File: src/rtl/lut_config_loader.sv
// lut_config_loader: streamed LUT config loader with header validation; define LUT_CFG_CHECKSUM_EN to add the XOR checksum word
module lut_config_loader #(
    parameter int          N_LUTS = 6,
    parameter logic [15:0] MAGIC  = 16'hC0F6
) (
    input  logic              clock,
    input  logic              reset,
    input  logic              cfg_valid,
    input  logic [31:0]       cfg_data,
    output logic              cfg_ready,
    input  logic              cfg_clear,
    output logic [N_LUTS-1:0] lut_we,
    output logic              lut_waddr,
    output logic [31:0]       lut_wdata,
    output logic              cfg_done,
    output logic              cfg_error
);
    typedef enum logic [2:0] {
        IDLE,
        DATA,
`ifdef LUT_CFG_CHECKSUM_EN
        CHECK,
`endif
        DONE,
        ERROR
    } state_t;
    state_t state, state_n;
    logic [7:0] ptr, last_ptr;
    logic tog, xfer, hdr, hdr_ok, wr, last;
`ifdef LUT_CFG_CHECKSUM_EN
    logic [31:0] acc;
`endif
    assign cfg_ready = state != ERROR;
    assign cfg_done  = state == DONE;
    assign cfg_error = state == ERROR;
    assign xfer      = cfg_valid && cfg_ready;
    assign hdr       = xfer && (state == IDLE || state == DONE);
    assign hdr_ok    = cfg_data[31:16] == MAGIC && cfg_data[7:0] != 8'd0 &&
                       9'(cfg_data[15:8]) + 9'(cfg_data[7:0]) <= 9'(N_LUTS);
    assign wr        = state == DATA && xfer;
    assign last      = wr && tog && ptr == last_ptr;
    always_comb begin
        state_n = state;
`ifdef LUT_CFG_CHECKSUM_EN
        state_n = hdr ? (hdr_ok ? DATA : ERROR) :
                  last ? CHECK :
                  (state == CHECK && xfer) ? (cfg_data == acc ? DONE : ERROR) :
                  (state == ERROR && cfg_clear) ? IDLE : state;
`else
        state_n = hdr ? (hdr_ok ? DATA : ERROR) :
                  last ? DONE :
                  (state == ERROR && cfg_clear) ? IDLE : state;
`endif
    end
    always_ff @(posedge clock or posedge reset) begin
        if (reset) begin
            state     <= IDLE;
            ptr       <= '0;
            last_ptr  <= '0;
            tog       <= 1'b0;
            lut_we    <= '0;
            lut_waddr <= 1'b0;
            lut_wdata <= '0;
`ifdef LUT_CFG_CHECKSUM_EN
            acc       <= '0;
`endif
        end else begin
            state  <= state_n;
            lut_we <= wr ? N_LUTS'(1) << ptr : '0;
            if (hdr) begin
                ptr      <= cfg_data[15:8];
                last_ptr <= cfg_data[15:8] + cfg_data[7:0] - 8'd1;
                tog      <= 1'b0;
`ifdef LUT_CFG_CHECKSUM_EN
                acc      <= '0;
`endif
            end else if (wr) begin
                ptr       <= ptr + {7'd0, tog};
                tog       <= ~tog;
                lut_waddr <= tog;
                lut_wdata <= cfg_data;
`ifdef LUT_CFG_CHECKSUM_EN
                acc       <= acc ^ cfg_data;
`endif
            end
        end
    end
endmodule

File: config.mk
export PLATFORM = sky130hd
export DESIGN_NAME = lut_config_loader
export DESIGN_NICKNAME = d
export VERILOG_FILES = /design/src/rtl/lut_config_loader.sv
export SDC_FILE = /design/constraint.sdc
export NUM_CORES = 1
export LEC_CHECK = 0
export ABC_AREA = 1
export CORE_MARGIN = 10
export CORE_UTILIZATION = 40
export DETAILED_ROUTE_END_ITERATION = 8
export PLACE_DENSITY = 0.75
export SLEW_MARGIN = 20
export SYNTH_ARGS = -nofsm -noshare
export SYNTH_HDL_FRONTEND = slang
export SYNTH_SLANG_ARGS = --single-unit
File: constraint.sdc
create_clock -name clock -period 5.3 [get_ports clock]
set_clock_uncertainty 0.1 [all_clocks]
set_input_delay 0.795 -clock clock [delete_from_list [all_inputs] [get_ports clock]]
set_output_delay 0.795 -clock clock [all_outputs]
set_load 0.01 [all_outputs]
# After elaboration in Yosys (flattened, before gate mapping)
# Index checks and enable logic that the tools add are counted.
# word_totals
inputBits	36
latchBits	0
rom_bits	0
reg_bits	59
n_memories	0
out_inout_bits	42
ram_bits	0
# op_classes
magnitude_cmp	1
shifts	1
eq_ne	6
n_div	0
mux	9
bitwise_logic	2
add_sub_neg	4
n_reduce_logical	14
multipliers	0
# ops
op	n
== test 16 bit, second input constant	1
2-to-1 mux 8 bit	2
adder 8 x 8 -> 9 bit	1
<= comparator 9 x 3 -> 1 bit, second input constant	1
2-to-1 mux 3 bit	3
adder 8 x 1 -> 8 bit	1
adder 8 bit	1
== test 8 bit	1
logical AND 1 bit	8
nonzero test 8 bit	1
left shift 1 x 8 -> 6 bit, first input constant	1
subtractor 8 x 1 -> 8 bit, second input constant	1
== test 3 x 2 -> 1 bit, second input constant	2
2-to-1 mux 6 bit	1
== test 3 x 1 -> 1 bit, second input constant	1
zero test 3 bit	1
!= test 3 x 2 -> 1 bit, second input constant	1
nonzero test 3 bit	1
2-to-1 mux 1 bit	2
2-to-1 mux 2 bit	1
NOT 1 bit	2
AND reduction 2 bit	1
nonzero test 2 bit	1
logical OR 1 bit	1

# Logic depth before layout (Yosys ltp)
# Gate-level depths: netlist of run 1.
# depth
depth_word	7
mapped_depth	15
mapped_depth_nobuf	15

# Least setup slack after synthesis of run 1
# Ideal clock, no wire load.
# synth_timing
path_type	in2reg
start	in cfg_data[1]
end	reg last_ptr[5]
n_path_buf	0
path_stages	11
setup_slack_ns	2.795
t_required_ns	5.071
arrival_time_ns	2.276
path_cell_list	inv_1 ha_1 inv_1 ha_1 inv_1 fa_1 inv_1 a31oi_1 and2_1 o21ai_0 o21ai_0
# synth_between
elab_chain_len	2
# synth_lines
item	line	rtl
from (decl)	9	input logic [31:0] cfg_data,
adder 8 bit	72	last_ptr <= cfg_data[15:8] + cfg_data[7:0] - 8'd1;
subtractor 8 x 1 -> 8 bit	72	
to (signal assigned)	72	
to (decl)	28	logic [7:0] ptr, last_ptr;
# Every way passes these cells.
# A chain may end at the register's enable or synchronous reset.

# Final worst setup path of run 1
# layout_timing
start	in cfg_valid
end	reg lut_we[5]
# layout_between
elab_chain_len	3
# layout_lines
item	line	rtl
from (decl)	8	input logic cfg_valid,
logical AND 1 bit	36	assign xfer = cfg_valid && cfg_ready;
logical AND 1 bit	40	assign wr = state == DATA && xfer;
2-to-1 mux 6 bit	69	lut_we <= wr ? N_LUTS'(1) << ptr : '0;
to (signal assigned)	69	
to (decl)	12	output logic [N_LUTS-1:0] lut_we,
# Every way passes these cells.

==> impl_results.md, run 1 <==
* Synth Area in Adders at under 10%
* HP Start: lut_waddr$_DFFE_PP0P_
* PD cells at ~470 nW/um^2
* Top cell type's share of synthesized area at 42.3%
* # IOs at 78
* VDD IR-drop max at 0.198 mV
* Post-synth top cells: nand2_1, inv_1, dfrtp_1, o21ai_0, nor2_1
* Lkg Pwr at approximately 0.0023 uW
* Clock power frac at 18.9%
* Clock Pin Slew Worst Setup and Hold Paths at approximately 70 ps
* Number of flops mapped to enable cells by yosys at 0
* Initial antenna violation count at 0
* WS Path Type: in2reg
* R2R Path Start: state[0]$_DFFE_PP0P_
* P_int at 1270 uW
* Dominant synthesized flop cell: dfrtp_1
* Area Growth Syn to Fin at 30.4%
* Hold_buf cts at 0
* Synth Area in Compound Gates at ~8.4%
* IO Port Bufs at 77
* Mux contribution to synthesized area at 0%
* Synth Area in XOR/XNOR at under 10%
* Detailed-route DRC error count at 0
* DIE WIDTH at roughly 110 um
* Max transition margin at roughly a third
* TritonCTS clock tree: yes
* Syn Inst Count at about 460
* Post-CTS sizing at 0
* Max clock buf depth at 2
* CP startpoint: cfg_valid
* Die height at between 100 and 150 um
* Mapped Avg Cell Area at approximately 7.4 um^2
* Drt total wl at around 9300 um
* Largest family of logic cells by synthesized area: simple AND/OR/NAND/NOR gates
* Simple-gate area share of the yosys netlist at 28.2%
* Status: finished clean
* Most frequent cell after synthesis: nand2_1
* First-pass GRT wire length at 15300 um
* Clock latency on the worst-skew pair at ~330 ps
* Max incr delay on CP at 770 ps
* DIE AREA at roughly 13000 um^2
* Global route total overflow at 0
* Yosys warns at 0
* Register area share after synthesis at between 40% and 50%
* Least-Margin Pin Slew at around 980 ps
* Ordered cell list for the critical path: clkdlybuf4s50_1 > nand3_2 > inv_1 > nand3_1 > nor2_1
* Vias in the first global route at around 3100
* Final Hold Viols at 0
* Root Buffer: clkbuf_8
* Crit path required time at roughly 5500 ps
* Setup bufs post-CTS at 0
* Net Sw Power at 819 uW
* Total power at ~2100 uW
* Antenna Cells at 0
* Synth area leaders: dfrtp_1, nand2_1, inv_1
* CP max-delay cell: nand3_2
* Final slew viol count at 0
* Crit. End Element: flip-flop
* FP Rows at 33
* Min Tclk post-route at between 2000 and 3000 ps
* Post-synth ARST share at 100%
* Share of cells above drive strength 1 at under 10%
* Comb pwr share at about 44%
* Std-Cell Core Area at approximately 8300 um^2
* Max-Cap Viols at 0
* Num Clock Sinks at 58
* Part of the cycle the worst path needs at between 50% and 60%
* Post-route ant nets at 0
* Nets at 600
* Sw Ratio at roughly 39%
* Last weighted congestion value of the routability-driven placer at roughly 0.94
* Post-detailed-route wirelength per cell at 14.3 um
* Post-Synthesis Net Count at 522
* Hold Crit Class: reg2reg
* Seq cells post-synth at 58
* Largest net degree at the start of global routing at approximately 60
* Fin Setup TNS at 0 ps
* Netlist cell types at 30
* Vias/cell at 4.94
* Initial DRT Pass Iterations at 5
* RSZ-0062 raised after global routing: no
* CP Launch Type: input port
* Filler Cell Count at between 800 and 900
* Htree depth at 3
* GRT Overall Usage at between 10% and 20%
* Initial core utilization at 41.3%
* TritonCTS buffer count at 9
* Count of final setup violators at 0
* Vias post-DR at ~3200
* First DRT Iteration DRCs at roughly 160
* Seq pwr share at between 30% and 40%
* Critical Path AT at 3090 ps
* Synth Cell Area at roughly 3400 um^2
* Area leader, netlist: dfrtp_1
* Fmax at 0.343 GHz
* Detailed placement HPWL at roughly 7300 um
* Crit path max fanout at 58
-- power by group through the flow --
stage,Clock [uW],Sequential [uW],Combinational (uW)
after global routing,420,807,1030
after detailed placement,0,787,916
after CTS,401,780,925
final,393,781,911
after global placement,0,781,895
after floorplan,0,801,473
-- worst max-delay path: cells and delay by family --
| kind | cells | cell delay (ps) |
|---|---|---|
| buf+inv | 2 | 1210 |
| simple gates | 3 | 1070 |
-- flip-flops by register name, summed over array words and instances (netlist names) --
signal	cells
lut_wdata	32
last_ptr	8
ptr	8
lut_we	6
state	2
lut_waddr	1
tog	1
-- worst paths after layout --
check                           slack (ps)                       end  depth (start not counted)
worst max-delay path                  2380       lut_we[5]$_DFF_PP0_                          5
worst min-delay path                   380     lut_waddr$_DFFE_PP0P_                          2
worst max register to register        2750       lut_we[5]$_DFF_PP0_                          4
worst min register to register         380     lut_waddr$_DFFE_PP0P_                          2
max in group asynchronous             3730  lut_wdata[8]$_DFFE_PP0P_                          3
min in group asynchronous              900       lut_we[4]$_DFF_PP0_                          3
-- per-layer routing --
layer / GRT usage, % / vias up / part of all wire [%]
li1: - / 1586 / -
met1: 19.2 / 1498 / 46
met2: 23.2 / 109 / 46
met3: 3.57 / 12 / 6.7
met4: 4.31 / 0 / 1.4
met5: 0 / - / 0
-- placed cells by master, fill, tap and decap left out, types with 5 or more instances in the layout --
cell type        synthesis  routed
ha_1                    23      23
nor2_1                  29      29
xor2_1                   5       5
dfrtp_1                 58      58
nand3_1                 24      24
o21ai_0                 34      34
a21oi_1                  8       8
clkbuf_8                 0       9
clkdlybuf4s50_1          0      77
nand4_1                  8       8
inv_1                   79      78
nand2_1                150     150
-- stage by stage --
stage,std cells,util (%),hold WS [ps],setup WS [ps],cell area (um^2)
global placement,633,51.6,364,2080,4290
finish,649,53.9,383,2380,4470
global route,649,53.9,411,2090,4470
detailed placement,633,51.6,371,2020,4290
floorplan,461,-,368,2800,3430
CTS,649,53.9,388,2350,4470
-- layout make-up --
type                            count  area [um^2]  area share (%)
Clock inverter                      6         57.6            1.29
Inverter                           79          297            6.63
Multi-Input combinational cell    313         1630            36.4
Timing Repair Buffer               78          778            17.4
Sequential cell                    58         1450            32.5
Clock buffer                       10          128            2.85
Tap cell                          105          131            2.94
-- logic make-up (layout without fill, tap and decap cells) --
logic type      Yosys count  in the layout
compound gates           53             53
xor+xnor                  5              5
fa+ha+maj                25             25
buf+inv                  90            173
flops                    58             58
simple gates            230            230
Note: power is estimated with default switching activity, not from simulation.
==> run 2, diff against run 1 <==
==> constraint.sdc (replaced) <==
create_clock -name clock -period 3 [get_ports clock]
set_clock_uncertainty 0.1 [all_clocks]
set_input_delay 0.45 -clock clock [delete_from_list [all_inputs] [get_ports clock]]
set_output_delay 0.45 -clock clock [all_outputs]
set_load 0.01 [all_outputs]
==> run 2 against run 1 <==
- setup slack got worse by 1900 ps
- via count decreased by 1.7%
- sequential share of layout area decreased by 0.33 points
- largest cell class unchanged
==> impl_results.md, run 2 (synthesis gave the netlist of run 1 again) <==
* Net Sw Power at 1440 uW (+76%)
* Die height at 113 um (unchanged)
* Num Clock Sinks at 58 (unchanged)
* Vias in the first global route at 3119 (+0.45%)
* Crit path max fanout at 4 (-93%)
* Htree depth at 3 (unchanged)
* Max transition margin at 54.6% (+20 points)
* CP max-delay cell: clkdlybuf4s50_1
* Most common cell after layout, fill and taps aside: nand2_1
* Worst path top cell family by delay: adder cells
* Initial DRT Pass Iterations at 5 (unchanged)
* Largest register by flop count: lut_wdata
* Std-Cell Core Area at 8300 um^2 (unchanged)
* Seq pwr share at 37.1% (-0.4 points)
* Root Buffer: clkbuf_8
* Area Growth Syn to Fin at 31.7%
* Fmax at between 0.3 and 0.4 GHz
* CP Launch Type: input port
* Hold Crit Class: in2async
* Share of cells above drive strength 1 at 6.70% (+1.4 points)
* Max clock buf depth at 2 (unchanged)
* Nets at 608 (+1.3%)
* Clock power frac at 17.4% (-1.5 points)
* Initial antenna violation count at 0 (unchanged)
* Max-Cap Viols at 0 (unchanged)
* DIE WIDTH at 113 um (unchanged)
* Most frequent cells in the layout: nand2_1, inv_1, clkdlybuf4s50_1, dfrtp_1, o21ai_0
* # IOs at 78 (unchanged)
* IO Port Bufs at 77 (unchanged)
* Placed cell count at 641 (+1.3%)
* Post-detailed-route wirelength per cell at 14.2 um (-1.1%)
* Final cell count without fillers at 657 (+1.2%)
* PD cells at 807 nW/um^2 (+73%)
* Max incr delay on CP at 480 ps (-290 ps)
* Min Tclk post-route at between 2000 and 3000 ps
* Final slew viol count at 0 (unchanged)
* Status: finished clean
* Max reg flops at 32 (unchanged)
* FP Rows at 33 (unchanged)
* Setup bufs post-CTS at 0 (unchanged)
* Clock Pin Slew Worst Setup and Hold Paths at 70 ps (about the same)
* Post-CTS sizing at 0 (unchanged)
* Antenna Cells at 0 (unchanged)
* Ordered cell list for the critical path: clkdlybuf4s50_1 > inv_1 > ha_1 > inv_1 > ha_1 > inv_1 > fa_1 > inv_1 > a31oi_1 > and2_1 > o21ai_0 > o21ai_0
* Clock latency on the worst-skew pair at 340 ps (about the same)
* Final Hold Viols at 0 (unchanged)
* Drt total wl at 9300 um (about the same)
* VDD IR-drop max at 0.331 mV (+67%)
* DIE AREA at 12700 um^2 (unchanged)
* Detailed placement HPWL at 7410 um (+1.6%)
* Largest net degree at the start of global routing at 55 (-6.8%)
* Detailed-route DRC error count at 0 (unchanged)
* Min Hold Slack at 365 ps (-17.8 ps)
* P_int at 2200 uW (+74%)
* Worst path bufs/invs at 5 (+3)
* Post-route ant nets at 0 (unchanged)
* Crit path required time at 3120 ps (-2350 ps)
* Last weighted congestion value of the routability-driven placer at 0.906 (-3.2%)
* Top flop regs: lut_wdata x32, last_ptr x8, ptr x8
* GRT Overall Usage at 14.4% (-0.14 points)
* Least-Margin Pin Slew at 674 ps (-301 ps)
* Sw Ratio at 39.6% (+0.34 points)
* Part of the cycle the worst path needs at between 80 and 90%
* Initial core utilization at 41.3% (unchanged)
* Most frequent CP cell: inv_1
* Vias post-DR at 3150 (-1.7%)
* Critical Path AT at 2660 ps (-430 ps)
* WS Path Type: in2reg
* TritonCTS buffer count at 9 (unchanged)
* Comb pwr share at 45.5% (+1.8 points)
* TritonCTS clock tree: yes
* First-pass GRT wire length at 15200 um (-1.1%)
* Fin Setup TNS at 0 ps (unchanged)
* RSZ-0062 raised after global routing: no
* First DRT Iteration DRCs at 280 (+72%)
* Vias/cell at 4.79 (-2.9%)
* Count of final setup violators at 0 (unchanged)
* Hold_buf cts at 0 (unchanged)
* Global route total overflow at 0 (unchanged)
* Lkg Pwr at 0.00235 uW (+1.2%)
* Crit. End Element: flip-flop
[run 2: changes by cell type in the layout (fill, tap and decap cells not counted), sizes merged]
cell      delta
buf          +8
bufinv       -1
clkbuf       +1
clkinv       -1
clkinvlp     +1
[run 2: routing by layer]
layer  vias up  track usage [%]  share of wire, %
li1       1608                -                 -
met1      1437             19.0                47
met2        94             22.4                46
met3        11             3.51               5.5
met4         0             5.33               1.7
met5         -                0                 0
[run 2: layout make-up]
class	count	area, um^2
clock buffers	11	141
clock inverters	5	30.0
fillers	797	3780
inverters	79	297
multi-input cells	313	1630
flip-flops and latches	58	1450
well taps	105	131
repair buffers	86	838
[run 2: worst reg2reg max path, cell delays in order (launching register included)]
cell,delay [ps]
dfrtp_1,430
ha_1,230
ha_1,180
nand2_1,70
nor2_1,150
nand2_1,100
nor2_1,140
xor2_1,80
o21ai_0,140
nand2_1,70
[run 2: power by group through the flow]
stage / registers [uW] / logic (uW) / clock network [uW]
floorplan: 1420 / 836 / 0
global placement: 1350 / 1630 / 0
detailed placement: 1360 / 1670 / 0
CTS: 1350 / 1670 / 660
global route: 1390 / 1840 / 694
finish: 1350 / 1660 / 635
[run 2: stage by stage]
stage | instance area, um^2 | utilization, % | setup slack [ps] | total power (uW)
6_report | 4520 | 54.4 | 454 | 3640
3_5_place_dp | 4350 | 52.4 | 93.3 | 3030
4_1_cts | 4520 | 54.4 | 464 | 3680
5_1_grt | 4520 | 54.4 | 252 | 3930
2_1_floorplan | 3430 | - | 840 | 2250
3_3_place_gp | 4350 | 52.4 | 229 | 2980
[run 2: worst paths after layout]
| kind | startpoint | to | slack, ps | cells past startpoint |
|---|---|---|---|---|
| max | cfg_data[1] | last_ptr[5]$_DFFE_PP0P_ | 450 | 12 |
| min | reset | lut_wdata[27]$_DFFE_PP0P_ | 370 | 2 |
| max reg2reg | ptr[0]$_DFFE_PP0P_ | ptr[6]$_DFFE_PP0P_ | 1180 | 9 |
| min reg2reg | lut_wdata[26]$_DFFE_PP0P_ | lut_wdata[26]$_DFFE_PP0P_ | 380 | 2 |
| max in group asynchronous | reset | lut_wdata[0]$_DFFE_PP0P_ | 1800 | 3 |
| min in group clock | lut_wdata[26]$_DFFE_PP0P_ | lut_wdata[26]$_DFFE_PP0P_ | 380 | 2 |
